**src/rtl/pipe_stage_reg.sv**
```systemverilog
// Registered pipeline stage with an optional 2-entry skid buffer, a bubble-encoded
// control bundle, synchronous flush and a saturating back-pressure counter.
module pipe_stage_reg #(
    parameter int                DATA_W   = 128,
    parameter int                CTRL_W   = 24,
    parameter logic [CTRL_W-1:0] CTRL_NOP = 24'h000001,
    parameter int                SKID     = 1,
    parameter int                CNT_W    = 16
) (
    input  logic              clk,
    input  logic              rst,
    input  logic              flush,
    input  logic              in_valid,
    output logic              in_ready,
    input  logic [DATA_W-1:0] in_data,
    input  logic [CTRL_W-1:0] in_ctrl,
    output logic              out_valid,
    input  logic              out_ready,
    output logic [DATA_W-1:0] out_data,
    output logic [CTRL_W-1:0] out_ctrl,
    output logic [CNT_W-1:0]  stall_cnt
);

    typedef enum logic [1:0] {
        EMPTY = 2'd0,
        ONE   = 2'd1,
        TWO   = 2'd2
    } state_t;

    state_t            state, state_nxt;
    logic [DATA_W-1:0] skid_data;
    logic [CTRL_W-1:0] skid_ctrl;
    logic              in_xfer, out_xfer;
    logic              load_main_in, load_main_skid, load_skid, clr_ctrl;

    always_ff @(negedge clk or posedge rst) begin
        if (rst) state <= EMPTY;
        else     state <= state_nxt;
    end

    always_comb begin
        state_nxt = state;
        if (flush) begin
            state_nxt = EMPTY;
        end else begin
            case (state)
                EMPTY:   if (in_xfer) state_nxt = ONE;
                ONE: begin
                    if (in_xfer && !out_xfer)      state_nxt = (SKID != 0) ? TWO : ONE;
                    else if (!in_xfer && out_xfer) state_nxt = EMPTY;
                end
                TWO:     if (out_xfer) state_nxt = ONE;
                default: state_nxt = EMPTY;
            endcase
        end
    end

    // in_ready with the skid buffer looks only at state, so out_ready never reaches it.
    always_comb begin
        out_valid = (state != EMPTY);
        if (SKID != 0) in_ready = !rst && !flush && (state != TWO);
        else           in_ready = !rst && !flush && (!out_valid || out_ready);
    end

    assign in_xfer  = in_valid && in_ready;
    assign out_xfer = out_valid && out_ready;

    always_comb begin
        load_main_in   = 1'b0;
        load_main_skid = 1'b0;
        load_skid      = 1'b0;
        clr_ctrl       = 1'b0;
        case (state)
            EMPTY: load_main_in = in_xfer;
            ONE: begin
                load_main_in = in_xfer && out_xfer;
                load_skid    = in_xfer && !out_xfer && (SKID != 0);
                clr_ctrl     = !in_xfer && out_xfer;
            end
            TWO:     load_main_skid = out_xfer;
            default: clr_ctrl = 1'b1;
        endcase
    end

    // Flush only bubbles the control; payload registers keep their last contents.
    always_ff @(negedge clk or posedge rst) begin
        if (rst) begin
            out_data  <= '0;
            out_ctrl  <= CTRL_NOP;
            skid_data <= '0;
            skid_ctrl <= '0;
        end else if (flush) begin
            out_ctrl <= CTRL_NOP;
        end else begin
            if (load_main_in) begin
                out_data <= in_data;
                out_ctrl <= in_ctrl;
            end else if (load_main_skid) begin
                out_data <= skid_data;
                out_ctrl <= skid_ctrl;
            end else if (clr_ctrl) begin
                out_ctrl <= CTRL_NOP;
            end
            if (load_skid) begin
                skid_data <= in_data;
                skid_ctrl <= in_ctrl;
            end
        end
    end

    always_ff @(negedge clk or posedge rst) begin
        if (rst)
            stall_cnt <= '0;
        else if (out_valid && !out_ready && !(&stall_cnt))
            stall_cnt <= stall_cnt + CNT_W'(1);
    end

endmodule

```
**config.mk**
```make
export PLATFORM = sky130hd
export DESIGN_NAME = pipe_stage_reg
export DESIGN_NICKNAME = d
export VERILOG_FILES = /design/src/rtl/pipe_stage_reg.sv
export SDC_FILE = /design/constraint.sdc
export NUM_CORES = 1
export LEC_CHECK = 0
export BUFFER_PORTS_ARGS = -buffer_cell sky130_fd_sc_hd__clkbuf_2
export CORE_UTILIZATION = 54
export CTS_CLUSTER_DIAMETER = 40
export DETAILED_ROUTE_END_ITERATION = 10
export PLACE_DENSITY = 0.89
export SYNTH_ARGS = -nofsm -noshare
export SYNTH_HDL_FRONTEND = slang
export SYNTH_SLANG_ARGS = --single-unit
```
**constraint.sdc**
```tcl
create_clock -name clk -period 12.25 [get_ports clk]
set_input_delay 1.225 -clock clk [delete_from_list [all_inputs] [get_ports clk]]
set_output_delay 1.225 -clock clk [all_outputs]
set_load 0.03 [all_outputs]
```
* After elaboration in Yosys (flattened, before gate mapping)
Index checks and enable logic that the tools add are counted.
** Storage, ports and cells
- Flip-flop bits (word level) :: 322
- Bits of input ports :: 157
- Output and inout bits :: 170
- Word-level logic and storage cells :: 54
** Cells by class
- Add/sub/neg operators :: 1
- Eq/ne operators :: 6
- Muxes and demuxes :: 16
- Bitwise gates (word level) :: 1
- Reduce and logical (&&, ||, !) cells :: 24
** Operators with widths (number)
- 128-bit 2-to-1 mux :: 2
- 24-bit 2-to-1 mux :: 4
- 16-bit by 1-bit adder with 16-bit output, second input constant :: 1
- 16-bit AND reduction :: 1
- 2-bit 2-to-1 mux :: 5
- 1-bit logical AND :: 9
- 1-bit logical NOT :: 6
- 3-bit != test, second input constant :: 2
- 2-bit case mux with 3 select lines :: 1
- 4-bit != test, second input constant :: 1
- 1-bit case mux with 2 select lines :: 2
- 2-bit AND reduction :: 2
- 2-bit nonzero test :: 2
- 4-bit nonzero test :: 1
- 3-bit AND reduction :: 1
- 2-bit by 1-bit == test with 1-bit output, second input constant :: 1
- 2-bit == test, second input constant :: 1
- 2-bit logical NOT :: 1
- 1-bit 2-to-1 mux :: 2
- 2-bit != test, second input constant :: 1
- 2-bit OR reduction :: 1
- 1-bit inverter :: 1

* Longest topological paths before layout
- Depth in word-level cells :: 11
- Gate-level depth with buffers :: 8
- Depth with buffers taken out :: 5

==> results.yml <==
routing:
  drc: 0
  drtPass1Iterations: 5
  routedWlPerCell_um: 19.2
  wirelength_um: 30700
  drt-initial-drc-count: 425
  num_vias: 8809
  vias_per_cell: 5.50
  ant_nets: 0
timing:
  timing.hold.ws_ns: 0.435
  worstMarginPinSlew_ns: 1.25
  setup_slack_ns: 2.84
  tns_ns: 0
  maxSlewViolCount: 0
  finalSetupViolCount: 0
  max-slew-margin-rel_pct: 16.7
  hold_viol_final: 0
  fin_skew_ns: 0.0491
  rsz0062_at_grt: "false"
hold_path:
  worstHoldStart: "out_ctrl[16]"
  hold_depth: 1
  hold_class: "reg -> reg"
  min_to: "out_ctrl[16]"
logic_synthesis:
  ys_top_cells_by_count: "mux2_2, dfrtn_1, mux2_1"
  netlist_area_um2: 13900
  ys_types: 43
  synth_top_area_share_pct: 57.8
  synthFlopType: "dfrtn_1"
  syn_avg_cell_area_um2: 15.2
  synth_nets: 1073
  yosysMostFrequentCell: "mux2_2"
  synthCells: 915
  synth_top_area_cell: "dfrtn_1"
  yosys_warnings: 0
  async_flop_share_pct: 100
  synth_area_leaders: "dfrtn_1, mux2_2, mux2_1, mux2i_1, o2bb2ai_1"
  synth_edf_count: 0
  ys_seq_elements: 322
  yosysSeqAreaShare_pct: 57.9
global_routing:
  antenna_found_initial: 0
  overflow: 0
  grt_pass1_wl_um: 48900
  grt.total_usage_pct: 23.3
  grt_pass1_vias: 9386
  grt_max_degree: 181
critical_path:
  worst_setup_path_start_kind: "input pin"
  path_cells: "clkbuf_2 -> nor4b_4 -> o21ai_4 -> a21oi_4 -> buf_4 -> mux2_2"
  crit_required_ns: 6.49
  crit_arrival_ns: 3.64
  cp-end-kind: "flip-flop"
  r2r_slack_ns: 9.28
  slowest_stage: "a21oi_4"
  worstSetupPathType: "in -> reg"
  crit_fanout: 43
  r2r-end: "out_data[90]"
  slowest_delay_ns: 0.63
  rr_worst_depth: 5
  reg2reg_from: "state[1]"
pwr:
  leakagePower_uw: 0.00903
  vdd_drop_max_mv: 0.186
  pwr_density_cell_nw_per_um2: 204
cts:
  cts_hold_buffers: 0
  cts_tree: "yes"
  h-tree-depth: 2
  cts.sinks: 322
  cts_buffer_depth: 3
  clk_pin_slew_ns: 0.04
  postCtsSetupBuffers: 0
  cts_root_buf: "clkbuf_16"
  cts_buffers: 43
  ctsResizeCount: 0
  clkLatencyLatePin_ns: 0.57
place:
  hpwl_um: 20000
  place_ws_ns: 2.28
  io_buffer_count: 326
  gp_congestion: 0.893
floorplan:
  die_w_um: 162
  io_pins: 327
  num_rows: 58
  fp.dieArea_um2: 26400
  initial_core_util_pct: 55.1
  coreArea_um2: 25300
  die_h_um: 162
job:
  maxCapViolations: 0
final_layout:
  area_delta_synth_final_pct: 24.7
  fin_nets: 1398
  n_antenna_cell: 0
  drive_above_1_share_pct: 61.7
  nFillCells: 1699
status:
  status: "complete, no violations"
## metal layers
metal | track usage, % | routed length [um] | up-vias
met1 | 27.8 | 11900 | 4419
met3 | 7.23 | 2470 | 91
met5 | 0 | 0 | -
met2 | 38.9 | 15200 | 321
li1 | - | - | 3978
met4 | 10.2 | 1210 | 0
## report_power, final
part,switching (uW),leakage (uW),internal (uW)
logic,471,0.00405,334
registers,127,0.00423,1310
clock network,484,0.000741,817
## through the flow
stage	cells	util (%)	area [um^2]	power [uW]
finish	1603	68.6	17300	3540
global route	1603	68.6	17300	3690
CTS	1603	68.6	17300	3570
detailed placement	1525	62.7	15800	2260
global placement	1525	62.7	15800	2210
floorplan	915	-	13900	1990
## cells by family after synthesis
family | share of synthesized area [%]
multiplexers | 34.8
flip-flops | 57.9
buffers and inverters | 2.03
AO/OA/AOI/OAI | 2.46
AND/OR/NAND/NOR | 1.75
XOR/XNOR | 0.882
adder cells (fa/ha/maj) | 0.0900
## worst max-delay path by stage
stage | startpoint | endpoint | slack [ns] | depth (start not counted)
2_1_floorplan | rst | out_ctrl[10] | 0.77 | 1
3_3_place_gp | rst | out_data[103] | 2.35 | 6
3_5_place_dp | rst | out_data[89] | 2.28 | 6
4_1_cts | rst | out_data[89] | 2.84 | 6
5_1_grt | rst | out_data[89] | 2.73 | 6
6_report | rst | out_data[90] | 2.84 | 6
## cell type report
type / instances / area (um^2) / share of cell area [%]
Clock buffer: 48 / 1110 / 6.43
Clock inverter: 31 / 390 / 2.25
Inverter: 7 / 30.0 / 0.173
Multi-Input combinational cell: 532 / 5600 / 32.3
Sequential cell: 322 / 8060 / 46.5
Tap cell: 330 / 413 / 2.38
Timing Repair Buffer: 333 / 1730 / 10.0
## sequential cells by signal, indices dropped and copies added, names as in the netlist
signal / flops
skid_data: 128
out_ctrl: 24
stall_cnt: 16
out_data: 128
state: 2
skid_ctrl: 24
## layout by cell type, fill, tap and decap left out, types with 9 or more instances in the layout
cell       instances
mux2_2           366
clkbuf_2         326
dfrtn_1          321
mux2_1            43
clkbuf_16         43
mux2i_1           24
o2bb2ai_1         23
xor2_1            11
inv_6              9
## worst max-delay path, delay by kind of cell
| kind | cells | cell delay [ns] |
|---|---|---|
| AO/OA/AOI/OAI | 2 | 0.77 |
| buffers and inverters | 2 | 0.74 |
| AND/OR/NAND/NOR | 1 | 0.46 |
| multiplexers | 1 | 0.42 |
Note: power is estimated with default switching activity, not from simulation.
